File: src/rtl/mem_arbiter_if.sv
// Bundles the two requester ports and the memory port of mem_arbiter.
// The slave modport is the arbiter's view; master is the core/RAM side.
interface mem_arbiter_if #(
    parameter int ADDR_WIDTH = 10
);
    logic                  if_req_valid;
    logic                  if_req_ready;
    logic [31:0]           if_addr;
    logic                  if_resp_valid;
    logic [31:0]           if_resp_data;

    logic                  ls_req_valid;
    logic                  ls_req_ready;
    logic [31:0]           ls_addr;
    logic                  ls_we;
    logic [1:0]            ls_size;
    logic [31:0]           ls_wdata;
    logic                  ls_resp_valid;
    logic [31:0]           ls_resp_data;
    logic                  ls_resp_err;

    logic                  mem_en;
    logic                  mem_we;
    logic [ADDR_WIDTH-1:0] mem_addr;
    logic [31:0]           mem_wdata;
    logic [31:0]           mem_rdata;

    modport slave (
        input  if_req_valid, if_addr,
        output if_req_ready, if_resp_valid, if_resp_data,
        input  ls_req_valid, ls_addr, ls_we, ls_size, ls_wdata,
        output ls_req_ready, ls_resp_valid, ls_resp_data, ls_resp_err,
        output mem_en, mem_we, mem_addr, mem_wdata,
        input  mem_rdata
    );

    modport master (
        output if_req_valid, if_addr,
        input  if_req_ready, if_resp_valid, if_resp_data,
        output ls_req_valid, ls_addr, ls_we, ls_size, ls_wdata,
        input  ls_req_ready, ls_resp_valid, ls_resp_data, ls_resp_err,
        input  mem_en, mem_we, mem_addr, mem_wdata,
        output mem_rdata
    );
endinterface

File: src/rtl/mem_arbiter.sv
// Shares one single-port word RAM between instruction fetch and load/store.
// Round-robin arbitration on ties; byte/half stores become read-modify-write
// so the RAM only ever sees whole-word accesses.
module mem_arbiter #(
    parameter int ADDR_WIDTH = 10
) (
    input logic          clk,
    input logic          rst,
    mem_arbiter_if.slave bus
);
    typedef enum logic [2:0] {
        IDLE     = 3'd0,
        ACCESS   = 3'd1,
        CAPTURE  = 3'd2,
        MERGE    = 3'd3,
        RESP_ERR = 3'd4
    } state_t;

    localparam logic       REQ_IF    = 1'b0;
    localparam logic       REQ_LS    = 1'b1;
    localparam logic [1:0] SIZE_BYTE = 2'd0;
    localparam logic [1:0] SIZE_HALF = 2'd1;
    localparam logic [1:0] SIZE_WORD = 2'd2;

    state_t                state;
    logic                  last_grant;
    logic                  cur_req;
    logic [ADDR_WIDTH-1:0] word_addr;
    logic [1:0]            lane;
    logic [1:0]            size;
    logic                  we;
    logic [31:0]           wdata;

    logic                  if_resp_valid_q;
    logic [31:0]           if_resp_data_q;
    logic                  ls_resp_valid_q;
    logic [31:0]           ls_resp_data_q;
    logic                  ls_resp_err_q;

    logic                  grant_if;
    logic                  grant_ls;
    logic                  if_ready;
    logic                  ls_ready;
    logic                  ls_misaligned;
    logic [31:0]           merged;
    logic                  unused_addr_bits;

    // Address bits above the RAM depth are dropped so addresses wrap.
    assign unused_addr_bits = ^{bus.if_addr[31:ADDR_WIDTH+2], bus.ls_addr[31:ADDR_WIDTH+2]};

    // Pick a winner among valid requesters; on a tie the loser of the last grant wins.
    always_comb begin
        grant_if = bus.if_req_valid && (!bus.ls_req_valid || last_grant == REQ_LS);
        grant_ls = bus.ls_req_valid && (!bus.if_req_valid || last_grant == REQ_IF);
        if_ready = (state == IDLE) && !rst && grant_if;
        ls_ready = (state == IDLE) && !rst && grant_ls;
    end

    // Flag load/store requests whose size/alignment cannot be serviced.
    always_comb begin
        case (bus.ls_size)
            SIZE_BYTE: ls_misaligned = 1'b0;
            SIZE_HALF: ls_misaligned = bus.ls_addr[0];
            SIZE_WORD: ls_misaligned = |bus.ls_addr[1:0];
            default:   ls_misaligned = 1'b1;
        endcase
    end

    // Splice the store data into the word just read back from the RAM.
    always_comb begin
        merged = bus.mem_rdata;
        if (size == SIZE_BYTE) begin
            case (lane)
                2'd0: merged[7:0]   = wdata[7:0];
                2'd1: merged[15:8]  = wdata[7:0];
                2'd2: merged[23:16] = wdata[7:0];
                2'd3: merged[31:24] = wdata[7:0];
            endcase
        end else if (lane[1]) begin
            merged[31:16] = wdata[15:0];
        end else begin
            merged[15:0] = wdata[15:0];
        end
    end

    assign bus.if_req_ready  = if_ready;
    assign bus.ls_req_ready  = ls_ready;
    assign bus.if_resp_valid = if_resp_valid_q;
    assign bus.if_resp_data  = if_resp_data_q;
    assign bus.ls_resp_valid = ls_resp_valid_q;
    assign bus.ls_resp_data  = ls_resp_data_q;
    assign bus.ls_resp_err   = ls_resp_err_q;

    // RAM strobes are decoded from state so reset kills a pending write at once.
    assign bus.mem_en    = (state == ACCESS) || (state == MERGE);
    assign bus.mem_we    = ((state == ACCESS) && we && (size == SIZE_WORD)) || (state == MERGE);
    assign bus.mem_addr  = word_addr;
    assign bus.mem_wdata = (state == MERGE) ? merged : wdata;

    // Request sequencing: accept, access the RAM, then pulse the matching response.
    always_ff @(posedge clk or posedge rst) begin
        if (rst) begin
            state           <= IDLE;
            last_grant      <= REQ_LS;
            cur_req         <= REQ_IF;
            word_addr       <= '0;
            lane            <= 2'd0;
            size            <= SIZE_WORD;
            we              <= 1'b0;
            wdata           <= 32'h0;
            if_resp_valid_q <= 1'b0;
            if_resp_data_q  <= 32'h0;
            ls_resp_valid_q <= 1'b0;
            ls_resp_data_q  <= 32'h0;
            ls_resp_err_q   <= 1'b0;
        end else begin
            if_resp_valid_q <= 1'b0;
            ls_resp_valid_q <= 1'b0;
            ls_resp_err_q   <= 1'b0;
            case (state)
                IDLE: begin
                    if (if_ready) begin
                        cur_req    <= REQ_IF;
                        last_grant <= REQ_IF;
                        word_addr  <= bus.if_addr[ADDR_WIDTH+1:2];
                        lane       <= bus.if_addr[1:0];
                        size       <= SIZE_WORD;
                        we         <= 1'b0;
                        wdata      <= 32'h0;
                        state      <= ACCESS;
                    end else if (ls_ready) begin
                        cur_req    <= REQ_LS;
                        last_grant <= REQ_LS;
                        word_addr  <= bus.ls_addr[ADDR_WIDTH+1:2];
                        lane       <= bus.ls_addr[1:0];
                        size       <= bus.ls_size;
                        we         <= bus.ls_we;
                        wdata      <= bus.ls_wdata;
                        if (ls_misaligned) begin
                            ls_resp_valid_q <= 1'b1;
                            ls_resp_err_q   <= 1'b1;
                            ls_resp_data_q  <= 32'h0;
                            state           <= RESP_ERR;
                        end else begin
                            state <= ACCESS;
                        end
                    end
                end
                ACCESS: begin
                    if (we && size == SIZE_WORD) begin
                        ls_resp_valid_q <= 1'b1;
                        ls_resp_data_q  <= 32'h0;
                        state           <= IDLE;
                    end else if (we) begin
                        state <= MERGE;
                    end else begin
                        state <= CAPTURE;
                    end
                end
                CAPTURE: begin
                    if (cur_req == REQ_IF) begin
                        if_resp_valid_q <= 1'b1;
                        if_resp_data_q  <= bus.mem_rdata;
                    end else begin
                        ls_resp_valid_q <= 1'b1;
                        ls_resp_data_q  <= bus.mem_rdata;
                    end
                    state <= IDLE;
                end
                MERGE: begin
                    ls_resp_valid_q <= 1'b1;
                    ls_resp_data_q  <= 32'h0;
                    state           <= IDLE;
                end
                RESP_ERR: begin
                    state <= IDLE;
                end
                default: begin
                    state <= IDLE;
                end
            endcase
        end
    end
endmodule

File: src/flat_wrapper.sv
// flat-port wrapper written by rule: the top's interface ports become plain ports
module mem_arbiter_flat 
#(
    parameter int ADDR_WIDTH = 10
)
  (clk, rst, bus_if_req_valid, bus_if_addr, bus_if_req_ready, bus_if_resp_valid, bus_if_resp_data, bus_ls_req_valid, bus_ls_addr, bus_ls_we, bus_ls_size, bus_ls_wdata, bus_ls_req_ready, bus_ls_resp_valid, bus_ls_resp_data, bus_ls_resp_err, bus_mem_en, bus_mem_we, bus_mem_addr, bus_mem_wdata, bus_mem_rdata);
  mem_arbiter_if #(.ADDR_WIDTH(ADDR_WIDTH)) bus_i ();
  input logic clk;
  input logic rst;
  input wire logic [$bits(bus_i.if_req_valid)-1:0] bus_if_req_valid;
  input wire logic [$bits(bus_i.if_addr)-1:0] bus_if_addr;
  output wire logic [$bits(bus_i.if_req_ready)-1:0] bus_if_req_ready;
  output wire logic [$bits(bus_i.if_resp_valid)-1:0] bus_if_resp_valid;
  output wire logic [$bits(bus_i.if_resp_data)-1:0] bus_if_resp_data;
  input wire logic [$bits(bus_i.ls_req_valid)-1:0] bus_ls_req_valid;
  input wire logic [$bits(bus_i.ls_addr)-1:0] bus_ls_addr;
  input wire logic [$bits(bus_i.ls_we)-1:0] bus_ls_we;
  input wire logic [$bits(bus_i.ls_size)-1:0] bus_ls_size;
  input wire logic [$bits(bus_i.ls_wdata)-1:0] bus_ls_wdata;
  output wire logic [$bits(bus_i.ls_req_ready)-1:0] bus_ls_req_ready;
  output wire logic [$bits(bus_i.ls_resp_valid)-1:0] bus_ls_resp_valid;
  output wire logic [$bits(bus_i.ls_resp_data)-1:0] bus_ls_resp_data;
  output wire logic [$bits(bus_i.ls_resp_err)-1:0] bus_ls_resp_err;
  output wire logic [$bits(bus_i.mem_en)-1:0] bus_mem_en;
  output wire logic [$bits(bus_i.mem_we)-1:0] bus_mem_we;
  output wire logic [$bits(bus_i.mem_addr)-1:0] bus_mem_addr;
  output wire logic [$bits(bus_i.mem_wdata)-1:0] bus_mem_wdata;
  input wire logic [$bits(bus_i.mem_rdata)-1:0] bus_mem_rdata;
  assign bus_i.if_req_valid = bus_if_req_valid;
  assign bus_i.if_addr = bus_if_addr;
  assign bus_if_req_ready = bus_i.if_req_ready;
  assign bus_if_resp_valid = bus_i.if_resp_valid;
  assign bus_if_resp_data = bus_i.if_resp_data;
  assign bus_i.ls_req_valid = bus_ls_req_valid;
  assign bus_i.ls_addr = bus_ls_addr;
  assign bus_i.ls_we = bus_ls_we;
  assign bus_i.ls_size = bus_ls_size;
  assign bus_i.ls_wdata = bus_ls_wdata;
  assign bus_ls_req_ready = bus_i.ls_req_ready;
  assign bus_ls_resp_valid = bus_i.ls_resp_valid;
  assign bus_ls_resp_data = bus_i.ls_resp_data;
  assign bus_ls_resp_err = bus_i.ls_resp_err;
  assign bus_mem_en = bus_i.mem_en;
  assign bus_mem_we = bus_i.mem_we;
  assign bus_mem_addr = bus_i.mem_addr;
  assign bus_mem_wdata = bus_i.mem_wdata;
  assign bus_i.mem_rdata = bus_mem_rdata;
  mem_arbiter #(.ADDR_WIDTH(ADDR_WIDTH)) u_core (.clk(clk), .rst(rst), .bus(bus_i));
endmodule
File: config.mk
export PLATFORM = sky130hd
export DESIGN_NAME = mem_arbiter_flat
export DESIGN_NICKNAME = d
export VERILOG_FILES = /design/src/rtl/mem_arbiter_if.sv /design/src/rtl/mem_arbiter.sv /design/src/flat_wrapper.sv
export SDC_FILE = /design/constraint.sdc
export NUM_CORES = 1
export LEC_CHECK = 0
export ABC_CLOCK_PERIOD_IN_PS = 3650
export CORE_ASPECT_RATIO = 0.6
export CORE_MARGIN = 4
export CORE_UTILIZATION = 37
export DETAILED_ROUTE_END_ITERATION = 7
export GPL_TIMING_DRIVEN = 0
export PLACE_DENSITY = 0.77
export SLEW_MARGIN = 15
export SYNTH_ARGS = -nofsm -noshare
export SYNTH_HDL_FRONTEND = slang
export SYNTH_SLANG_ARGS = --single-unit
export TNS_END_PERCENT = 5
File: constraint.sdc
create_clock -name clk -period 3.65 [get_ports clk]
set_clock_uncertainty 0.05 [all_clocks]
set_input_delay 0.5475 -clock clk [delete_from_list [all_inputs] [get_ports clk]]
set_output_delay 0.5475 -clock clk [all_outputs]
set_load 0.05 [all_outputs]
-- Yosys cells after proc, flatten, opt, wreduce, memory -nomap -nowiden
Cells that the tools add are included.
- register bits after elaboration: 119
- input bits: 135
- equality and inequality tests: 15
- mux-type cells: 42
- bitwise logic cells: 2
- reductions and logical operators: 25
- operators by type and width (kind ; number):
    2-to-1 mux 32 bit ; 9
    one-hot mux 32 bit (4 select lines) ; 1
    2-to-1 mux 16 bit ; 2
    2-to-1 mux 8 bit ; 4
    2-to-1 mux 10 bit ; 2
    2-to-1 mux 1 bit ; 13
    2-to-1 mux 3 bit ; 4
    == test 2 bit (second input constant) ; 4
    logical AND 1 bit ; 8
    2-to-1 mux 2 bit ; 4
    == test 3 x 2 -> 1 bit (second input constant) ; 2
    zero test 2 bit ; 3
    inequality test 2 bit (second input constant) ; 3
    one-hot mux 3 bit (2 select lines) ; 1
    AND reduction 6 bit ; 1
    == test 2 x 1 -> 1 bit (second input constant) ; 2
    logical OR 1 bit ; 4
    inequality test 2 x 1 -> 1 bit (second input constant) ; 2
    one-hot mux 1 bit (4 select lines) ; 1
    AND reduction 2 bit ; 2
    nonzero test 4 bit ; 1
    == test 3 x 1 -> 1 bit (second input constant) ; 1
    zero test 1 bit ; 3
    zero test 3 bit ; 1
    5 further kinds ; 6

-- Longest topological paths before layout
- word-level depth: 7
- mapped depth: 8

-- Least setup slack after synthesis
No wires, ideal clock.
- path type: flip-flop to output port
- start: reg u_core.state[2]
- end: out bus_mem_wdata[17]
- data arrival time: 2465 ps
- setup slack: 588 ps
- stages on the path, launching flop included: 6
- cell sequence: dfrtp_1 -> nand2b_1 -> inv_1 -> nand2_1 -> clkbuf_1 -> o21ai_0
- word-level cells in the longest chain between the ends: 2
- ends and longest elaborated chain (what ; line ; RTL):
    from (decl) ; mem_arbiter.sv:25 ; state_t state;
    from (signal assigned) ; mem_arbiter.sv:103 ; state <= IDLE;
    from (signal assigned) ; mem_arbiter.sv:130 ; state <= ACCESS;
    from (signal assigned) ; mem_arbiter.sv:143 ; state <= RESP_ERR;
    == test 3 x 2 -> 1 bit ; mem_arbiter.sv:98 ; assign bus.mem_wdata = (state == MERGE) ? merged : wdata;
    2-to-1 mux 32 bit ; mem_arbiter.sv:98 ;
    to (decl) ; flat_wrapper.sv:27 ; output wire logic [$bits(bus_i.mem_wdata)-1:0] bus_mem_wdata;
Every way passes these cells.

-- Worst setup path after layout
- start: in rst
- end: out bus_ls_req_ready
- word-level cells in the longest chain between the ends: 3
- ends and longest elaborated chain (what ; line ; RTL):
    from (decl) ; flat_wrapper.sv:9 ; input logic rst;
    zero test 1 bit ; mem_arbiter.sv:56 ; ls_ready = (state == IDLE) && !rst && grant_ls;
    logical AND 1 bit (2 in series) ; mem_arbiter.sv:56 ;
    to (decl) ; flat_wrapper.sv:20 ; output wire logic [$bits(bus_i.ls_req_ready)-1:0] bus_ls_req_ready;
Every way passes these cells.

==> impl_metrics.yaml <==
finish:
  stdcell_area_um2: 8230
  num_antenna_cells: 0
  syn2layout_area_growth_pct: 58.8
  drive_above_1_share: 0.165
  final_common_cell: "clkdlybuf4s50_1"
  layout_common_cells: "clkdlybuf4s50_1, dfrtp_1, a22o_1, mux2_2, nand2_1"
  fin_util: 0.602
  nNetsFinal: 781
clock_network:
  post-cts-setup-buffers: 0
  cts_buffer_depth: 2
  cts.clk_slew.worst_paths_ns: 0.06
  cts_tree: "done"
  h-tree-depth: 4
  cts.sinks: 119
  clock_latency_ns: 0.41
  numCtsBuffers: 17
  root_buffer: "clkbuf_16"
synth:
  ys_types: 41
  syn_area_um2: 5180
  synth-seq-cells: 119
  synth_edf_count: 0
  yosys_warnings: 0
  ys.flop_type: "dfrtp_1"
  ys_seq_area_frac: 0.575
  syn_nets: 551
  avgSynthCellArea_um2: 12.5
  syn_inst: 416
  synthArstFlopShare: 1.00
route:
  vias: 4590
  wl_per_cell_um: 21.4
  first_iter_violations: 271
  wl_met1_um: 8440
  drc: 0
  wl_um: 18200
  met2WireLength_um: 7880
  vias_per_cell: 5.39
  met3WireLength_um: 1650
  route.top_layer_used: "met4"
  antenna_left: 0
  firstDrtPassIters: 5
setup_path:
  cp-endpoint: "bus_ls_req_ready"
  r2r_setup_slack_ns: 1.57
  cp_cell_sequence: "clkdlybuf4s50_1 -> nor4_4 -> nand2b_1 -> buf_2 -> inv_2 -> buf_2 -> clkdlybuf4s50_1"
  timing.rr.end: "u_core.bus.mem_addr[2]$_DFFE_PP0P_"
  reg2reg_from: "u_core.state[0]$_DFFE_PP0P_"
  cp-end-kind: "output pin"
  required_ns: 3.05
  crit_type: "in -> out"
  startpoint: "rst"
  crit_path_start_kind: "primary input"
  crit_path_top_delay_cell: "clkdlybuf4s50_1"
  arrival_ns: 2.88
  reg2reg_depth: 7
  critPathMaxStageDelay_ns: 0.86
  crit_fanout: 10
timing:
  rsz0062_at_grt: "no"
  fin_hold_ws_ns: 0.432
  hold_viol: 0
  final.period_utilization: 0.954
  finalSetupViolCount: 0
  fmax_ghz: 0.287
  period_needed_ns: 3.48
  setup_tns_ns: 0
  slew_headroom: 0.471
  tightest_slew_ns: 0.787
  fin_ws_ns: 0.169
  maxSlewViolCount: 0
placed_design:
  port_buffers: 207
  post-place-ws_ns: 0.174
  gp_routability_congestion: 0.863
  post_dp_cell_area_um2: 7590
  dp_hpwl_um: 14100
worst_hold_path:
  hold_path_class: "reg -> reg"
floorplanning:
  die_w_um: 161
  core_um2: 13700
  rows: 33
  start_util: 0.379
  ioPinCount: 248
  fp.dieArea_um2: 16000
  die_height_um: 99.7
grt:
  grt_usage: 0.226
  grt_max_degree: 34
  grt_antenna_before_repair: 0
  grt_pass1_wl_um: 27600
  grt_pass1_vias: 4749
  overflow: 0
power:
  pwr-share-seq: 0.265
  powerDensity_nw_per_um2: 1080
  sw_frac_of_total: 0.472
  vdd_drop_max_mv: 0.647
  power_switching_mw: 4.21
  p_int_mw: 4.71
  p_clk_frac: 0.192
  comb_power_share: 0.542
  cellLeakagePower_nw: 3.76
run_status:
  run_status: "completed"
run:
  cap_violations: 0
## cells in the mapped netlist, types with 2 or more instances
cell type,number,share of area
buf_6,3,0.0065
nand2b_1,2,0.0024
o22ai_1,7,0.0084
dfstp_2,2,0.010
o21ai_1,3,0.0029
a22oi_1,4,0.0058
mux2i_1,17,0.033
mux2_2,39,0.085
a2bb2oi_1,4,0.0068
nand2_1,25,0.018
buf_2,17,0.016
o21ai_2,2,0.0034
dfrtp_1,117,0.56
a21oi_1,7,0.0068
nor3_1,5,0.0048
buf_1,3,0.0022
inv_2,2,0.0014
o2bb2ai_1,4,0.0068
nor4_4,2,0.0082
inv_1,9,0.0065
nor2_1,20,0.014
a22o_1,74,0.13
a221oi_1,8,0.014
clkbuf_1,4,0.0029
o21ai_0,20,0.019
## what timing repair did
action                                  CTS  global route
hold buffers                              0             0
endpoints found under the setup margin    0            13
gates resized for setup                   0            13
## power groups by stage
stage	clock network, mW	logic [mW]	registers (mW)
after floorplan	0	2.05	3.40
after global placement	0	4.77	2.34
after global routing	1.80	5.05	2.43
after detailed placement	0	4.85	2.37
final	1.72	4.84	2.37
after CTS	1.74	4.87	2.36
## final cells by class
cell class / count / area [um2]
clock inverters: 15 / 178
clock buffers: 17 / 425
inverters: 11 / 45.0
well taps: 192 / 240
plain buffers: 28 / 150
repair buffers: 211 / 2200
fillers: 1074 / 5440
flip-flops and latches: 119 / 2980
multi-input cells: 258 / 2010
## stage by stage
stage,instances,power [mW]
6_report,851,8.92
5_1_grt,851,9.29
4_1_cts,851,8.96
3_5_place_dp,819,7.23
3_3_place_gp,815,7.10
2_1_floorplan,416,5.46
## registers in the layout, summed over array words and instances, names as in the netlist, 2 cells and up
| register | count |
|---|---|
| u_core.bus.if_resp_data | 32 |
| u_core.bus.ls_resp_data | 32 |
| u_core.bus.mem_addr | 10 |
| u_core.lane | 2 |
| u_core.size | 2 |
| u_core.state | 3 |
| u_core.wdata | 32 |
## routing by layer
metal	vias to the layer above	track usage
met5	-	0
met4	0	0.0583
met3	29	0.0766
met2	232	0.334
met1	2292	0.322
li1	2037	-
## how the worst min path moves through the flow
stage | cells past startpoint | to | from | slack [ns]
floorplan | 2 | u_core.last_grant$_DFFE_PP1P_ | u_core.last_grant$_DFFE_PP1P_ | 0.40
global placement | 2 | u_core.last_grant$_DFFE_PP1P_ | u_core.last_grant$_DFFE_PP1P_ | 0.41
detailed placement | 2 | u_core.bus.mem_addr[3]$_DFFE_PP0P_ | u_core.bus.mem_addr[3]$_DFFE_PP0P_ | 0.42
CTS | 2 | u_core.bus.mem_addr[3]$_DFFE_PP0P_ | u_core.bus.mem_addr[3]$_DFFE_PP0P_ | 0.44
global route | 2 | u_core.bus.mem_addr[3]$_DFFE_PP0P_ | u_core.bus.mem_addr[3]$_DFFE_PP0P_ | 0.45
finish | 2 | u_core.bus.mem_addr[3]$_DFFE_PP0P_ | u_core.bus.mem_addr[3]$_DFFE_PP0P_ | 0.43
## kinds of logic (layout without fill, tap and decap cells)
logic type             after synthesis  count (layout)  synth area share
buffers and inverters               39             282            0.0369
flip-flops                         119             119             0.575
AO/OA/AOI/OAI                      141             141             0.211
AND/OR/NAND/NOR                     60              60            0.0570
multiplexers                        57              57             0.120
## critical path: cells and delay by family
kind	cells	cell delay [ns]
buf+inv	5	2.02
simple gates	2	0.32
(Power assumes the default switching activity.)
==> RTL change 1, RTL diff (same settings) <==
`ADDR_WIDTH` is set to 10 in 3 places; all go to 12.
--- a/src/rtl/mem_arbiter_if.sv
+++ b/src/rtl/mem_arbiter_if.sv
@@ -3,3 +3,3 @@
 interface mem_arbiter_if #(
-    parameter int ADDR_WIDTH = 10
+    parameter int ADDR_WIDTH = 12
 );
--- a/src/rtl/mem_arbiter.sv
+++ b/src/rtl/mem_arbiter.sv
@@ -4,3 +4,3 @@
 module mem_arbiter #(
-    parameter int ADDR_WIDTH = 10
+    parameter int ADDR_WIDTH = 12
 ) (
--- a/src/flat_wrapper.sv
+++ b/src/flat_wrapper.sv
@@ -3,3 +3,3 @@
 #(
-    parameter int ADDR_WIDTH = 10
+    parameter int ADDR_WIDTH = 12
 )
Ports: changed (resized bus_mem_addr); port bits go from 248 to 250. No check against the original RTL was run, so the function may have changed too.
==> RTL change 1 against the original RTL <==
- area after synthesis up 3.3%
- register-to-register slack better by 0.12 ns
- combinational power down 0.8%
- critical path depth down 1
- core utilization up 0.69 points
- worst setup slack worse by 0.061 ns
- cell area up 3.0%
- routed wire length up 5.3%
- sequential cell count up 2
- power up 0.79%
- highest routed layer unchanged
==> RTL change 1: results (changes against the original RTL) <==
{| class="wikitable"
! Metric !! Value
|-
| Met1 Resource Use GR || 0.322 (-0.000346)
|-
| Global placement routability congestion || 0.908 (+5.3%)
|-
| Net count after synthesis || 554 (+0.54%)
|-
| Number of filler instances in the final layout || 1099 (+2.3%)
|-
| Result of the run || finished, final reports clean
|-
| Net total in the final layout || 791 (+1.3%)
|-
| Post-layout instance count excluding filler cells || 862 (+1.3%)
|-
| Data arrival time at the worst-slack endpoint || 2.94 ns (+0.06 ns)
|-
| Tightest Pin Transition || 0.823 ns (+0.0361 ns)
|-
| Met2 track utilization from global routing || 0.353 (+0.0184)
|-
| Largest stage delay on the critical path || 0.83 ns (-0.03 ns)
|-
| Starting DRC count in detailed routing || 379 (+40%)
|-
| Count of warnings emitted by yosys || 0 (unchanged)
|-
| Launch point of the critical path || u_core.size[0]
|-
| Insertion delay of the later-clocked pin in the worst-skew pair || ~0.40 ns
|-
| Global-route wire length before repair || 28800 um (+4.3%)
|-
| Class of the tightest hold or removal check || reg -> reg
|-
| Share of the yosys chip area belonging to registers || 0.566 (-0.00893)
|-
| Launch instance of the worst min-delay path || u_core.bus.mem_addr[8]
|-
| Global routing usage on met3 || 0.0797 (+0.00310)
|-
| Pre-Repair DR Iteration Count || 6 (+1)
|-
| Total instance count after detailed placement || 827 (+0.98%)
|-
| Ranking of synthesized cells by instance count || sky130_fd_sc_hd__dfrtp_1, sky130_fd_sc_hd__a22o_1, sky130_fd_sc_hd__mux2_2
|-
| Area contributors post-synth || sky130_fd_sc_hd__dfrtp_1, sky130_fd_sc_hd__a22o_1, sky130_fd_sc_hd__mux2_2
|-
| Reported leakage power || 3.84 nW (+2.1%)
|-
| Routed length per instance || 22.2 um (+3.9%)
|-
| Number of input and output port buffers inserted || 213 (+2.9%)
|-
| Deepest level of the CTS H-tree || 4 (unchanged)
|-
| Most used flip-flop cell after synthesis || sky130_fd_sc_hd__dfrtp_1
|-
| Clock transition time at the flip-flop clock pins of the worst setup and hold paths || 0.06 ns (about the same)
|-
| HPWL Detailed || 14700 um (+3.9%)
|-
| Root cell of the clock tree || sky130_fd_sc_hd__clkbuf_16
|-
| Fraction of final layout cells with drive strength greater than 1 || 0.175 (+0.00949)
|-
| CTS buffer count || 17 (unchanged)
|-
| Count of different cell masters after synthesis || 45 (+9.8%)
|-
| IR drop worst, VDD || 0.465 mV (-28%)
|-
| Post-Syn Area per Cell || 12.8 sq um (+2.5%)
|-
| GRT Overall Usage || 0.231 (+0.00422)
|-
| Largest net degree at the start of global routing || 38 (+12%)
|-
| Max Fanout on Critical Path || 9 (-1)
|-
| Buffers from clock root to sink, at most || 2 (unchanged)
|-
| Number of global-route vias before repair || 4829 (+1.7%)
|-
| Number of vias after detailed routing || 4690 (+2.2%)
|}
[RTL change 1: cell types whose count changed in the layout (fill, tap and decap cells not counted), sizes merged, moves of 4 or more]
cell	before	now
a21oi	7	3
clkbuf	22	27
clkdlybuf4s50	194	201
clkinvlp	6	2
nand2	25	21
nor2	20	24
o221a	0	5
or3	0	5
[RTL change 1: area by class of cell]
| type | instances | share of cell area |
|---|---|---|
| repair inverters | 1 | 0.000590 |
| repair buffers | 217 | 0.263 |
| diodes | 1 | 0.000295 |
| flip-flops and latches | 121 | 0.358 |
| inverters | 6 | 0.00310 |
| well taps | 192 | 0.0283 |
| multi-input cells | 262 | 0.250 |
| clock inverters | 15 | 0.0254 |
| plain buffers | 30 | 0.0216 |
| clock buffers | 17 | 0.0502 |
[RTL change 1: what timing repair did]
| action | in CTS | in global routing |
|---|---|---|
| buffers inserted | 1 | 0 |
| resized for setup | 1 | 13 |
| endpoints found under the setup margin | 2 | 12 |
| gates cloned | 1 | 0 |
[RTL change 1: path summary, 6_finish.rpt]
| kind | endpoint | slack [ns] | cells after the start |
|---|---|---|---|
| worst max-delay path | bus_mem_wdata[31] | 0.11 | 6 |
| worst min-delay path | u_core.bus.mem_addr[8] | 0.44 | 2 |
| worst max register to register | u_core.wdata[1] | 1.69 | 4 |
| worst min register to register | u_core.bus.mem_addr[8] | 0.44 | 2 |
| max in group asynchronous | u_core.wdata[14] | 2.37 | 4 |
| min in group asynchronous | u_core.bus.ls_resp_err | 0.66 | 3 |
[RTL change 1: layer usage]
| metal | up-vias | wire length (um) |
|---|---|---|
| met1 | 2338 | 8590 |
| met2 | 251 | 8450 |
| met3 | 16 | 1980 |
| met5 | - | 0 |
| met4 | 0 | 140 |
| li1 | 2085 | - |
[RTL change 1: power breakdown]
part	switching (mW)	leakage (nW)	internal [mW]	total (mW)
sequential	0.465	1.55	1.92	2.38
combinational	3.03	1.98	1.77	4.80
clock	0.654	0.314	1.16	1.81
[RTL change 1: metrics by stage]
stage               cell area (sq um)  setup WS (ns)  total power, mW  hold WS (ns)
CTS                              8450         0.0373             9.04         0.447
finish                           8480          0.108             8.99         0.436
global route                     8470         0.0120             9.35         0.459
global placement                 7730          -2.07             7.08         0.414
detailed placement               7800         -0.646             7.19         0.431
floorplan                        5360        -0.0695             5.44         0.423
[RTL change 1: logic make-up after synthesis]
| group | count (synthesis) | share of synthesized area |
|---|---|---|
| DFF | 121 | 0.566 |
| muxes | 57 | 0.123 |
| and+or+nand+nor | 69 | 0.0661 |
| AOI/OAI and AO/OA | 136 | 0.207 |
| buffers and inverters | 36 | 0.0383 |
[RTL change 1: tightest hold or removal path, stage by stage, from the launching register on]
cell and delay [ns]:
sky130_fd_sc_hd__dfrtp_1 0.34, sky130_fd_sc_hd__nand2_1 0.05, sky130_fd_sc_hd__o21ai_0 0.06
==> RTL change 2, RTL diff (same settings) <==
Made on the original files. Re-encode `state_t` (5 states) as Gray code, 3 bits wide.
--- a/src/rtl/mem_arbiter.sv
+++ b/src/rtl/mem_arbiter.sv
@@ -11,7 +11,7 @@
     typedef enum logic [2:0] {
-        IDLE     = 3'd0,
-        ACCESS   = 3'd1,
-        CAPTURE  = 3'd2,
-        MERGE    = 3'd3,
-        RESP_ERR = 3'd4
+        IDLE     = 3'b000,
+        ACCESS   = 3'b001,
+        CAPTURE  = 3'b011,
+        MERGE    = 3'b010,
+        RESP_ERR = 3'b110
     } state_t;
Function: no difference found for any inputs over 4 cycles, from zero or initial values and one cycle with rst high; so few cycles prove little.
==> RTL change 2 against the original RTL <==
- area after synthesis up 1.4%
- die area is 1.3% higher
- worst setup slack got worse by 0.12 ns
- power down 0.67%
- non-clock buffer count rose by 6
- sequential share of layout area is 0.088 points lower
- highest routed layer unchanged
- routed wire length down 0.39%
- sequential cell count unchanged
- cell area rose by 0.24%
- maximum frequency shrank 3.4%
- synthesized cell count grew 3.4%
- first-iteration DRC count grew 13%
- critical path type is now reg -> out
- core utilization fell by 0.40 points
==> RTL change 2: results (changes against the original RTL) <==
{| class="wikitable"
! Metric !! Value
|-
| Net total in the final layout || 794 (+1.7%)
|-
| Global placement routability congestion || 0.822 (-4.8%)
|-
| Synthesized instance count || 430 (+3.4%)
|-
| Starting DRC count in detailed routing || 307 (+13%)
|-
| Number of gates given a new drive strength after cts || 2 (+2)
|-
| Area of placed instances || 7630 sq um (+0.49%)
|-
| Net count after synthesis || 565 (+2.5%)
|-
| Data arrival time at the worst-slack endpoint || 3.00 ns (+0.12 ns)
|-
| Fraction of final layout cells with drive strength greater than 1 || 0.152 (-0.0136)
|-
| Ranking of synthesized cells by instance count || sky130_fd_sc_hd__dfrtp_1, sky130_fd_sc_hd__a22o_1, sky130_fd_sc_hd__mux2_2
|-
| Total wirelength of the detailed-routed design || 18100 um (-0.39%)
|-
| Area contributors post-synth || sky130_fd_sc_hd__dfrtp_1, sky130_fd_sc_hd__a22o_1, sky130_fd_sc_hd__mux2_2
|-
| GRT Overall Usage || 0.221 (-0.00575)
|-
| Reported leakage power || 3.78 nW (+0.61%)
|-
| Largest net degree at the start of global routing || 36 (+5.9%)
|-
| Insertion delay of the later-clocked pin in the worst-skew pair || approximately 0.4 ns
|-
| Number of global-route vias before repair || 4871 (+2.6%)
|-
| Number of filler instances in the final layout || 1187 (+11%)
|-
| Number of vias per cell || 5.35 (-0.80%)
|-
| HPWL Detailed || 14000 um (-1.2%)
|-
| Tightest slew margin relative to the limit || 0.498 (+0.0271)
|-
| Share of the yosys chip area belonging to registers || 0.567 (-0.00794)
|-
| Deepest level of the CTS H-tree || 4 (unchanged)
|-
| Largest stage delay on the critical path || 0.81 ns (-0.05 ns)
|-
| Number of vias after detailed routing || 4623 (+0.72%)
|-
| Result of the run || finished, final reports clean
|-
| Total instance count after detailed placement || 832 (+1.6%)
|-
| Antenna violations before repair || 0 (unchanged)
|-
| Clock transition time at the flip-flop clock pins of the worst setup and hold paths || about 0.050 ns
|-
| Class of the tightest hold or removal check || reg -> reg
|-
| Pre-Repair DR Iteration Count || 4 (-1)
|-
| Global-route wire length before repair || 27600 um (-0.28%)
|-
| Count of different cell masters after synthesis || 38 (-7.3%)
|-
| IR drop worst, VDD || 0.686 mV (+6.0%)
|}
RTL change 2: cell count changes after synthesis, moves of 6 or more:
cell / change
sky130_fd_sc_hd__a221oi_1: -8
sky130_fd_sc_hd__a21oi_1: +15
sky130_fd_sc_hd__buf_2: -6
sky130_fd_sc_hd__a22o_1: +10
sky130_fd_sc_hd__nor2b_1: +6
sky130_fd_sc_hd__clkbuf_1: +13
sky130_fd_sc_hd__nand2_1: -8
RTL change 2: cell families after synthesis:
group / share of synthesized area
compound gates: 0.205
buf+inv: 0.0383
simple gates: 0.0659
flops: 0.567
mux: 0.124
RTL change 2: layout make-up:
| type | count | share of cell area |
|---|---|---|
| plain buffers | 35 | 0.0229 |
| clock buffers | 19 | 0.0537 |
| clock inverters | 13 | 0.0176 |
| inverters | 4 | 0.00227 |
| multi-input cells | 272 | 0.252 |
| flip-flops and latches | 119 | 0.361 |
| well taps | 192 | 0.0291 |
| repair buffers | 210 | 0.261 |
RTL change 2: metrics by stage:
step | hold slack (ns) | setup WS (ns) | power (mW) | util
floorplan | 0.424 | 0.598 | 5.47 | -
finish | 0.430 | 0.0483 | 8.86 | 0.598
global placement | 0.420 | -0.871 | 7.14 | 0.549
CTS | 0.436 | 0.0185 | 8.91 | 0.596
detailed placement | 0.423 | -0.0995 | 7.23 | 0.553
global route | 0.462 | -0.115 | 9.25 | 0.598
RTL change 2: final timing paths:
check / startpoint / cells after the start / end / slack [ns]
min in group asynchronous: rst / 2 / u_core.bus.ls_resp_data[14] / 0.72
worst max-delay path: u_core.size[0] / 5 / bus_mem_wdata[5] / 0.05
worst max register to register: u_core.state[2] / 6 / u_core.bus.if_resp_data[1] / 1.44
worst min register to register: u_core.bus.mem_addr[0] / 2 / u_core.bus.mem_addr[0] / 0.43
max in group asynchronous: rst / 4 / u_core.size[1] / 1.96
worst min-delay path: u_core.bus.mem_addr[0] / 2 / u_core.bus.mem_addr[0] / 0.43
RTL change 2: routing by layer:
layer	GRT usage	routed length [um]
met1	0.310	8250
met2	0.340	8130
met3	0.0681	1530
met4	0.0494	219
met5	0	0
RTL change 2: power breakdown:
group / total (mW) / switching (mW) / leakage, nW / internal [mW]
Sequential: 2.19 / 0.376 / 1.54 / 1.81
Combinational: 5.02 / 3.22 / 1.96 / 1.79
Clock: 1.66 / 0.626 / 0.280 / 1.03
RTL change 2: tightest hold or removal path, delay by kind of cell, from the launching register on:
family | cells | cell delay (ns)
flip-flops | 1 | 0.34
AO/OA/AOI/OAI | 1 | 0.06
AND/OR/NAND/NOR | 1 | 0.05
